## src/rtl/sync_fifo_ctl.sv

```systemverilog
// Purpose : single-clock elastic FIFO between MAC datapath stages.
//           It provides occupancy flags and sticky overflow/underflow status.
// Latency : normal mode gives data 1 cycle after rden. In show-ahead mode the
//           head word is visible the cycle empty deasserts.
// Backpr. : writes are refused when full unless a read is accepted in the same
//           cycle. Reads are refused when empty. A refused request sets the
//           matching sticky flag.
//
// Ports:
//   clk, reset_    : clock and async active-low reset
//   clear          : synchronous flush (highest priority after reset_)
//   wren, datain   : write request and data
//   rden           : read request (acknowledge in show-ahead mode)
//   dataout        : read data
//   full, empty, almost_full, almost_empty, usedw : occupancy status
//   overflow, underflow : sticky refused-write / refused-read flags
module sync_fifo_ctl #(
   parameter int WIDTH     = 8,
   parameter int PTR       = 4,
   parameter int SHOWAHEAD = 0,
   parameter int AF_LEVEL  = 14,
   parameter int AE_LEVEL  = 2
) (
   input  logic             clk,
   input  logic             reset_,
   input  logic             clear,
   input  logic             wren,
   input  logic [WIDTH-1:0] datain,
   input  logic             rden,
   output logic [WIDTH-1:0] dataout,
   output logic             full,
   output logic             empty,
   output logic             almost_full,
   output logic             almost_empty,
   output logic [PTR:0]     usedw,
   output logic             overflow,
   output logic             underflow
);

   localparam int           DEPTH   = 1 << PTR;
   localparam logic [PTR:0] DEPTH_W = (PTR+1)'(DEPTH);
   localparam logic [PTR:0] AF_W    = (PTR+1)'(AF_LEVEL);
   localparam logic [PTR:0] AE_W    = (PTR+1)'(AE_LEVEL);

   logic [WIDTH-1:0] mem [DEPTH];
   logic [PTR:0]     wr_ptr;
   logic [PTR:0]     rd_ptr;
   logic [WIDTH-1:0] dout_q;
   logic             rd_acc;
   logic             wr_acc;

   // Pointers carry one extra bit, so the modulo difference is the exact
   // occupancy 0..DEPTH. No full/empty disambiguation is needed at the wrap.
   assign usedw        = wr_ptr - rd_ptr;
   assign full         = (usedw == DEPTH_W);
   assign empty        = (usedw == '0);
   assign almost_full  = (usedw >= AF_W);
   assign almost_empty = (usedw <= AE_W);

   assign rd_acc = rden & ~empty;
   // When full, a write can still land if the head word leaves on this edge.
   assign wr_acc = wren & (~full | rd_acc);

   // Storage has no reset; only the pointers define what is valid.
   always_ff @(posedge clk) begin
      if (wr_acc && !clear)
         mem[wr_ptr[PTR-1:0]] <= datain;
   end

   always_ff @(posedge clk or negedge reset_) begin
      if (!reset_) begin
         wr_ptr    <= '0;
         rd_ptr    <= '0;
         overflow  <= 1'b0;
         underflow <= 1'b0;
         dout_q    <= '0;
      end else if (clear) begin
         wr_ptr    <= '0;
         rd_ptr    <= '0;
         overflow  <= 1'b0;
         underflow <= 1'b0;
         dout_q    <= '0;
      end else begin
         if (wr_acc)
            wr_ptr <= wr_ptr + 1'b1;
         if (rd_acc) begin
            rd_ptr <= rd_ptr + 1'b1;
            dout_q <= mem[rd_ptr[PTR-1:0]];
         end
         if (wren && !wr_acc)
            overflow <= 1'b1;
         if (rden && !rd_acc)
            underflow <= 1'b1;
      end
   end

   generate
      if (SHOWAHEAD != 0) begin : g_showahead
         // The head word is read combinationally. It is forced to 0 while
         // empty, so reset and flush present a defined value. The flag lags
         // the write by one edge, so a freshly written head word is already
         // in memory when empty drops.
         assign dataout = empty ? '0 : mem[rd_ptr[PTR-1:0]];
      end else begin : g_normal
         assign dataout = dout_q;
      end
   endgenerate

endmodule

```

## config.mk

```make
export PLATFORM = sky130hd
export DESIGN_NAME = sync_fifo_ctl
export DESIGN_NICKNAME = d
export VERILOG_FILES = /design/src/rtl/sync_fifo_ctl.sv
export SDC_FILE = /design/constraint.sdc
export NUM_CORES = 1
export LEC_CHECK = 0
export ABC_AREA = 1
export BUFFER_PORTS_ARGS = -buffer_cell sky130_fd_sc_hd__buf_4
export CAP_MARGIN = 20
export CORE_MARGIN = 1
export CORE_UTILIZATION = 50
export CTS_CLUSTER_DIAMETER = 100
export DETAILED_ROUTE_END_ITERATION = 8
export GPL_TIMING_DRIVEN = 0
export PLACE_DENSITY = 0.7
export SLEW_MARGIN = 20
export SYNTH_ARGS = -nofsm -noshare
export SYNTH_HDL_FRONTEND = slang
export SYNTH_SLANG_ARGS = --single-unit
```

## constraint.sdc

```tcl
create_clock -name clk -period 4.5 [get_ports clk]
set_input_delay 0.225 -clock clk [delete_from_list [all_inputs] [get_ports clk]]
set_output_delay 0.225 -clock clk [all_outputs]
set_load 0.01 [all_outputs]
```

==> flow_summary.toml, run 1 <==
[synthesis]
ys.warnings.count = 0
yosysTopAreaCell = "edfxtp_1"
synthTopCellsByCount = "nor2_1 (143), edfxtp_1 (128), nand2_1 (92), o21ai_0 (57), nand3_1 (50)"
async_flop_share = 0.1351
synth-edff-count = 128
synth_seq_cells = 148
synth_top_area_frac = 0.5850
syn_area_um2 = 6570
synth-main-ff-cell = "edfxtp_1"
syn_nets = 630
ys_types = 32
synthCells = 607
synth_most_common_cell = "nor2_1"
yosys-top-cells-area = "edfxtp_1 (59%), nor2_1 (8.2%), dfrtp_1 (7.6%), nand2_1 (5.3%), o21ai_0 (4.3%)"
syn_area_per_cell_um2 = 10.82
seq_area_frac_synth = 0.6612

[grt]
grt_start_max_net_pins = 21
grt_pass1_vias = 4348
antenna_found_initial = 0
grt_overflow = 0
track_usage = 0.2437
grt_pass1_wl_um = 23470

[worst_setup_path]
cpMaxStageDelayCell = "nor2_1"
critPathRequiredTime_ns = 4.55
r2r-end = "mem[10][0]"
r2r-start = "rd_ptr[1]"
r2r_cells = 12
crit_path_end_kind = "flip-flop"
critPathTopFamily = "simple AND/OR/NAND/NOR gates"
path_buf_inv = 4
cpPeakStageDelay_ns = 0.62
critical_path_class = "reg -> reg"
critPathArrivalTime_ns = 3.21
critPathLaunchType = "flip-flop"
crit_start = "rd_ptr[1]"
path_cells = "buf_2 > inv_2 > buf_2 > ha_1 > nand3_1 > nand2_1 > nand2_1 > nand2_4 > nand4_4 > nand3_4 > buf_6 > nor2_1"
cp_max_fo = 10
r2r_slack_ns = 1.34

[floorplanning]
dieArea_um2 = 13600
coreArea_um2 = 12720
start_util = 0.5164
die_y_um = 116.6
die_w_um = 116.6
core.rowCount = 41
top_level_ports = 32

[sta]
worstMarginPinSlew_ns = 0.8153
final-setup-viol-count = 0
fin_worst_skew_ns = 0.01009
maxSlewViolCount = 0
fmax_ghz = 0.3169
relSlewSlack = 0.4545
min_period_over_period = 0.7011
hold_ws_ns = 0.08497
fin_ws_ns = 1.345
min_period_ns = 3.155
setup-tns-final_ns = 0
hold_viol_final = 0
rsz0062_at_grt = "false"

[hold_path]
min_path_type = "in -> reg"
hp-start = "rden"
hold-path-cell-count = 3
whs_endpoint = "underflow"

[cells_and_area]
diodes = 0
stdcell_area_um2 = 7614
finalNetCount = 681
final_layout_size_suffix_gt1_frac = 0.1475
syn_to_final_growth_pct = 15.88
stdcell_count = 843
fin_util = 0.5984

[clocking]
path_clk_slew_ns = 0.06
cts_tree = "done"
clockBufferDepth = 2
clock_latency_ns = 0.43
ctsResizeCount = 0
htreeDepth = 4
clock-sinks = 148
cts_buffers = 17
root_buffer = "clkbuf_16"
cts_setup_buffers = 0

[drt]
ant_nets = 0
drt_first_pass_iters = 5
vias = 4578
viasPerCell = 5.431
drtIter0Drc = 444
routed_wirelength_um = 15110
route.detailed.drc = 0
routedWlPerCell_um = 17.93

[outcome]
status = "completed"

[pwr]
ir_worst_vdd_uv = 246.6
p_leak_nw = 2.964
fin_total_pwr_mw = 4.350
powerDensity_nw_per_um2 = 571.3

[job]
max_cap_viol_count = 0

[placement]
port_buffers = 30
dp.cells = 809
routabilityCongestion = 0.8593
pre_cts_ws_ns = 1.324
detailed_place_hpwl_um = 10130
post_dp_cell_area_um2 = 7010
## layout by cell type, fill, tap and decap left out, types with 4 or more instances in the layout
cell type,n
nor2_1,143
edfxtp_1,128
nand2_1,92
o21ai_0,57
nand3_1,50
buf_4,34
dfrtp_1,20
inv_1,18
clkbuf_16,17
buf_2,12
ha_1,9
o211ai_1,8
o21ai_1,8
xor2_1,7
clkbuf_1,7
inv_2,6
clkinv_1,6
nand4_1,5
clkinv_4,5
a21oi_1,4
## timing repair
item | CTS | global route
hold endpoints to repair | 22 | 0
hold buffers | 2 | 0
setup endpoints to repair | 0 | 0
## layout make-up
cell class | count | area (um^2)
timing repair buffer | 32 | 245.2
clock inverter | 15 | 157.7
sequential | 148 | 4344
tap | 172 | 215.2
multi-input combinational | 400 | 1949
inverter | 29 | 108.9
buffer | 30 | 167.7
fill | 1051 | 5109
clock buffer | 17 | 425.4
## power breakdown
group          internal (mW)  switching (mW)  leakage (nW)
registers               1.55          0.0448          1.42
logic                  0.500           0.871          1.26
clock network          0.818           0.564         0.277
## worst register-to-register path, stage by stage (launching register included)
cell	delay, ns
dfrtp_1	0.44
buf_2	0.21
inv_2	0.15
buf_2	0.28
ha_1	0.28
nand3_1	0.10
nand2_1	0.07
nand2_1	0.10
nand2_4	0.08
nand4_4	0.14
nand3_4	0.13
buf_6	0.18
nor2_1	0.62
## sequential cells by signal (all words and copies together) (netlist names)
name,count
mem,128
dataout,8
rd_ptr,5
wr_ptr,5
overflow,1
underflow,1
## routing by layer
| metal | vias to the layer above | share of wire | track usage |
|---|---|---|---|
| met5 | - | 0 | 0 |
| met4 | 0 | 0.025 | 0.1215 |
| met3 | 23 | 0.061 | 0.06383 |
| met2 | 159 | 0.46 | 0.3637 |
| met1 | 2206 | 0.45 | 0.3315 |
| li1 | 2190 | - | - |
## how the worst max path moves through the flow
| stage | to | cells past startpoint |
|---|---|---|
| 2_1_floorplan | mem[12][0] | 10 |
| 3_3_place_gp | mem[10][5] | 12 |
| 3_5_place_dp | mem[10][0] | 12 |
| 4_1_cts | mem[10][0] | 12 |
| 5_1_grt | mem[10][0] | 12 |
| 6_report | mem[10][0] | 12 |
## kinds of logic (layout without fill, tap and decap cells)
family          after synthesis  after routing  share of synthesized area
simple gates                303            303                     0.1992
flops                       148            148                     0.6612
compound gates               78             78                    0.06418
buf+inv                      59            123                    0.04209
fa+ha+maj                    10             10                    0.02019
xor+xnor                      9              9                    0.01314
Note: power is estimated with default switching activity, not from simulation.
==> run 2: changes to the inputs <==
--- a/config.mk
+++ b/config.mk
@@ -5,7 +5,7 @@
 export SDC_FILE = /design/constraint.sdc
 export NUM_CORES = 1
 export LEC_CHECK = 0
-export ABC_AREA = 1
+export ABC_AREA = 0
 export BUFFER_PORTS_ARGS = -buffer_cell sky130_fd_sc_hd__buf_4
 export CAP_MARGIN = 20
 export CORE_MARGIN = 1
==> constraint.sdc (replaced) <==
create_clock -name clk -period 3.1 [get_ports clk]
set_input_delay 0.155 -clock clk [delete_from_list [all_inputs] [get_ports clk]]
set_output_delay 0.155 -clock clk [all_outputs]
set_load 0.01 [all_outputs]
==> run 2 against run 1 <==
Compared with the run above: critical path depth down 2; area after synthesis down 4.0%; count of clock-buffer cells in the layout up 2; routed wire length down 12%; highest routed layer unchanged.
==> flow_summary.toml, run 2 <==
[synthesis]
seq_area_frac_synth = 0.6885
synth-edff-count = 128
async_flop_share = 0.1351
synthCells = 360
syn_area_um2 = 6310
synth_top_area_frac = 0.6092
synthTopCellsByCount = "edfxtp_1 (128), mux4_2 (32), nor2_1 (25), dfrtp_1 (20), nor2b_1 (14)"
syn_nets = 383
synth_most_common_cell = "edfxtp_1"
ys_types = 43
yosys-top-cells-area = "edfxtp_1 (61%), mux4_2 (11%), dfrtp_1 (7.9%), ha_1 (1.8%), nor2_1 (1.5%)"
syn_area_per_cell_um2 = 17.53
ys.warnings.count = 0
synth_seq_cells = 148
synth-main-ff-cell = "edfxtp_1"
yosysTopAreaCell = "edfxtp_1"

[worst_setup_path]
cp_max_fo = 8
crit_path_end_kind = "flip-flop"
cpPeakStageDelay_ns = 0.62
critPathArrivalTime_ns = 3.20
cpMaxStageDelayCell = "o31ai_4"
critical_path_class = "reg -> reg"
critPathTopFamily = "compound AO/OA/AOI/OAI gates"
path_buf_inv = 3
critPathRequiredTime_ns = 3.28
critPathLaunchType = "flip-flop"
path_cells = "inv_2 > ha_2 > fa_2 > nand2b_1 > a21oi_4 > xnor2_4 > o31ai_4 > clkbuf_16 > nor3_4 > buf_12"

[drt]
drt_first_pass_iters = 5
drtIter0Drc = 344
ant_nets = 0
routed_wirelength_um = 13250
routedWlPerCell_um = 22.15
route.detailed.drc = 0
viasPerCell = 5.781
vias = 3457

[placement]
routabilityCongestion = 0.8064
post_dp_cell_area_um2 = 6898
port_buffers = 30
detailed_place_hpwl_um = 8611
pre_cts_ws_ns = -1.011

[clocking]
cts_tree = "done"
clock_latency_ns = 0.43
root_buffer = "clkbuf_16"
htreeDepth = 4
cts_buffers = 17
path_clk_slew_ns = 0.06
clock-sinks = 148
clockBufferDepth = 2

[cells_and_area]
syn_to_final_growth_pct = 22.21
finalNetCount = 443
stdcell_area_um2 = 7711
diodes = 0
final_layout_size_suffix_gt1_frac = 0.3326
largest_register_ffs = 128
layout_common_cells = "edfxtp_1 (128), buf_4 (41), mux4_2 (32), nor2_1 (24), dfrtp_1 (19)"
layout_commonest_cell = "edfxtp_1"

[sta]
fmax_ghz = 0.3321
min_period_over_period = 0.9714
min_period_ns = 3.011
worstMarginPinSlew_ns = 0.7673
final-setup-viol-count = 0
hold_viol_final = 0
fin_ws_ns = 0.08858
maxSlewViolCount = 0
relSlewSlack = 0.4866
fin_worst_skew_ns = 0.01199

[grt]
grt_pass1_wl_um = 20290
grt_pass1_vias = 3548
antenna_found_initial = 0
track_usage = 0.2240
grt_overflow = 0
grt_start_max_net_pins = 27

[job]
max_cap_viol_count = 0

[floorplanning]
start_util = 0.5188
coreArea_um2 = 12160
die_y_um = 114.3
core.rowCount = 40
die_w_um = 114.3
dieArea_um2 = 13070
top_level_ports = 32

[pwr]
powerDensity_nw_per_um2 = 828.4
ir_worst_vdd_uv = 495.0
p_leak_nw = 2.703

[outcome]
status = "completed"

[hold_path]
min_path_type = "in -> reg"
run 2: changes by cell type after synthesis, moves of 12 or more:
cell	previous run	this run
mux4_2	0	32
nor2b_1	0	14
nand3_1	50	1
nor2_1	143	25
nand2_1	92	4
o21ai_0	57	8
nor3_1	0	12
run 2: layout make-up:
cell class | instances | area (um^2)
Buffer | 16 | 106.4
Timing Repair Buffer | 43 | 367.9
Multi-Input combinational cell | 186 | 2083
Tap cell | 168 | 210.2
Clock buffer | 19 | 432.9
Clock inverter | 10 | 135.1
Inverter | 8 | 30.03
Fill cell | 873 | 4451
Sequential cell | 148 | 4345
run 2: metal layers:
metal / GRT usage / wire length, um / up-vias
met5: 0 / 0 / -
li1: - / - / 1568
met1: 0.3044 / 5645 / 1778
met4: 0.09697 / 183 / 0
met3: 0.04817 / 755 / 15
met2: 0.3531 / 6661 / 96
run 2: report_power, final:
part | internal, mW | switching (mW) | total (mW)
clock network | 1.25 | 0.751 | 2.00
logic | 0.965 | 1.09 | 2.06
registers | 2.26 | 0.0723 | 2.33
run 2: repair_timing:
action | in CTS | in global routing
hold endpoints to repair | 20 | 0
gates resized for setup | 12 | 17
hold buffers | 1 | 0
buffers inserted | 4 | 3
cloned | 1 | 0
pin swaps | 9 | 5
endpoints found under the setup margin | 153 | 119
run 2: final timing paths:
kind                           start    endpoint  slack [ns]  cells past startpoint
max in group asynchronous     reset_   wr_ptr[1]        2.70                      2
hold reg to reg             overflow    overflow        0.50                      2
setup reg to reg           wr_ptr[0]  mem[12][6]        0.09                     10
hold / removal             datain[6]  mem[15][6]        0.04                      1
min in group asynchronous     reset_   wr_ptr[3]        0.16                      2
setup / recovery           wr_ptr[0]  mem[12][6]        0.09                     10
run 2: kinds of logic after synthesis:
group | count (synthesis) | synth area share
fa+ha+maj | 10 | 0.02102
mux | 43 | 0.1335
flops | 148 | 0.6885
simple gates | 78 | 0.06504
buf+inv | 26 | 0.01943
compound gates | 50 | 0.06326
xor+xnor | 5 | 0.009320
run 2: through the flow:
stage | hold WS, ns | TNS, ns | utilization | power [mW] | std cells
3_5_place_dp | 0.06359 | -107.96 | 0.5672 | 4.283 | 562
2_1_floorplan | -0.1406 | -12.42 | - | 3.628 | 360
6_report | 0.03739 | 0 | 0.6341 | 6.388 | 598
4_1_cts | 0.02961 | -1.534 | 0.6242 | 6.319 | 595
5_1_grt | 0.04452 | -0.01379 | 0.6341 | 6.643 | 598
3_3_place_gp | 0.05497 | -131.27 | 0.5618 | 4.243 | 558
==> run 3: changes to the inputs <==
--- a/config.mk
+++ b/config.mk
@@ -8,6 +8,7 @@
 export ABC_AREA = 0
 export BUFFER_PORTS_ARGS = -buffer_cell sky130_fd_sc_hd__buf_4
 export CAP_MARGIN = 20
+export CORE_ASPECT_RATIO = 0.9
 export CORE_MARGIN = 1
 export CORE_UTILIZATION = 50
 export CTS_CLUSTER_DIAMETER = 100
==> run 3 against run 2 <==
Compared with the run above: worst hold slack better by 0.025 ns; routed wire length is 1.5% higher; maximum frequency is 0.52% higher; critical path depth unchanged; core utilization is 0.48 points lower; clock power shrank 7%; sequential share of layout area is 0.39 points higher; final cell count decreased by 0.33%; largest cell class unchanged.
==> flow_summary.toml, run 3 (synthesis results as in run 2) <==
[outcome]
status = "completed"

[clocking]
htreeDepth = 4
clock_latency_ns = 0.42
clockBufferDepth = 2
root_buffer = "clkbuf_16"
path_clk_slew_ns = 0.06
cts_tree = "done"
cts_buffers = 17
clock-sinks = 148

[cells_and_area]
diodes = 0
finalNetCount = 446
layout_commonest_cell = "edfxtp_1"
final_layout_size_suffix_gt1_frac = 0.3394
largest_register_ffs = 128
layout_common_cells = "edfxtp_1 (128), buf_4 (42), mux4_2 (32), nor2_1 (24), dfrtp_1 (19)"
syn_to_final_growth_pct = 21.38
fill_cells = 897

[sta]
fin_worst_skew_ns = 0.01366
hold_viol_final = 0
hold_ws_ns = 0.06270
worstMarginPinSlew_ns = 0.7383
fmax_ghz = 0.3338
maxSlewViolCount = 0
min_period_over_period = 0.9664
setup-tns-final_ns = 0
final-setup-viol-count = 0
min_period_ns = 2.996
relSlewSlack = 0.5060

[floorplanning]
coreArea_um2 = 12170
die_w_um = 120.4
die_y_um = 108.6
core.rowCount = 38
top_level_ports = 32
dieArea_um2 = 13070
start_util = 0.5184

[pwr]
ir_worst_vdd_uv = 488.7
netSwitchingFraction = 0.3101
intPower_mw = 4.309
p_seq_frac = 0.374
power_frac_comb = 0.328
powerDensity_nw_per_um2 = 815.5
switchingPower_mw = 1.937
p_leak_nw = 2.699
clock_power_share = 0.299

[drt]
routedWlPerCell_um = 22.57
vias = 3563
routed_wirelength_um = 13450
drt_first_pass_iters = 5
viasPerCell = 5.978
route.detailed.drc = 0
ant_nets = 0
drtIter0Drc = 374

[grt]
grt_pass1_vias = 3659
antenna_found_initial = 0
grt_pass1_wl_um = 20580
grt_start_max_net_pins = 27
track_usage = 0.2258
grt_overflow = 0

[worst_setup_path]
critPathRequiredTime_ns = 3.29
critical_path_class = "reg -> reg"
path_buf_inv = 4
critPathTopFamily = "buffers and inverters"
crit_path_end_kind = "flip-flop"
cpPeakStageDelay_ns = 0.47
cpMaxStageDelayCell = "dfrtp_1"
cp_max_fo = 26
critPathLaunchType = "flip-flop"
critPathArrivalTime_ns = 3.18
path_cells = "buf_6 > inv_1 > ha_1 > a21o_1 > nor4b_2 > nor2_2 > o31ai_4 > bufbuf_16 > nor3_4 > buf_12"

[job]
max_cap_viol_count = 0

[placement]
detailed_place_hpwl_um = 8841
port_buffers = 30
routabilityCongestion = 0.7762

[hold_path]
min_path_type = "in -> reg"
run 3: cell types whose count changed in the layout (fill, tap and decap cells not counted), sizes merged:
cell and delta:
clkinv +3, clkinvlp +4, clkbuf -2, inv -1, bufinv -2, buf +3
bufbuf +1
run 3: what timing repair did:
item	in CTS	in global routing
hold buffers	1	0
cloned	1	0
resized for setup	15	6
endpoints found under the hold margin	20	0
buffers inserted	9	1
pin swaps	13	3
setup endpoints to repair	153	120
run 3: power by group through the flow:
stage	logic (mW)	clock network (mW)	registers (mW)
6_report	2.05	1.86	2.33
5_1_grt	2.18	1.96	2.34
3_3_place_gp	1.88	0	2.37
2_1_floorplan	1.25	0	2.38
3_5_place_dp	1.93	0	2.37
4_1_cts	2.01	1.88	2.33
run 3: final timing paths:
check | from | end | slack [ns] | cells past startpoint
max | rd_ptr[1] | mem[13][5] | 0.10 | 10
min | datain[2] | mem[8][2] | 0.06 | 1
max reg2reg | rd_ptr[1] | mem[13][5] | 0.10 | 10
min reg2reg | underflow | underflow | 0.50 | 2
max in group asynchronous | reset_ | wr_ptr[1] | 2.69 | 2
min in group asynchronous | reset_ | wr_ptr[2] | 0.17 | 2
run 3: per-stage QoR:
| stage | instance area [um^2] | instances | worst slack (ns) | util | power, mW |
|---|---|---|---|---|---|
| CTS | 7640 | 595 | 0.01156 | 0.6277 | 6.230 |
| global placement | 6823 | 550 | -1.532 | 0.5605 | 4.251 |
| detailed placement | 6885 | 554 | -1.182 | 0.5657 | 4.308 |
| finish | 7659 | 596 | 0.1042 | 0.6292 | 6.245 |
| floorplan | 6397 | 360 | -0.3076 | - | 3.628 |
| global route | 7659 | 596 | -0.0003271 | 0.6292 | 6.488 |
run 3: per-layer routing:
| layer | vias up | track usage | share of wire |
|---|---|---|---|
| met5 | - | 0 | 0 |
| met4 | 0 | 0.07231 | 0.017 |
| met3 | 19 | 0.06065 | 0.058 |
| met2 | 116 | 0.3645 | 0.50 |
| met1 | 1842 | 0.3012 | 0.43 |
| li1 | 1586 | - | - |
run 3: cell type report:
| cell class | count | area [um^2] | area share |
|---|---|---|---|
| buffer | 16 | 102.6 | 0.01340 |
| tap | 160 | 200.2 | 0.02614 |
| inverter | 8 | 30.03 | 0.003921 |
| timing repair buffer | 46 | 399.1 | 0.05212 |
| multi-input combinational | 186 | 2037 | 0.2660 |
| sequential | 148 | 4345 | 0.5674 |
| clock buffer | 18 | 429.2 | 0.05604 |
| clock inverter | 14 | 115.1 | 0.01503 |
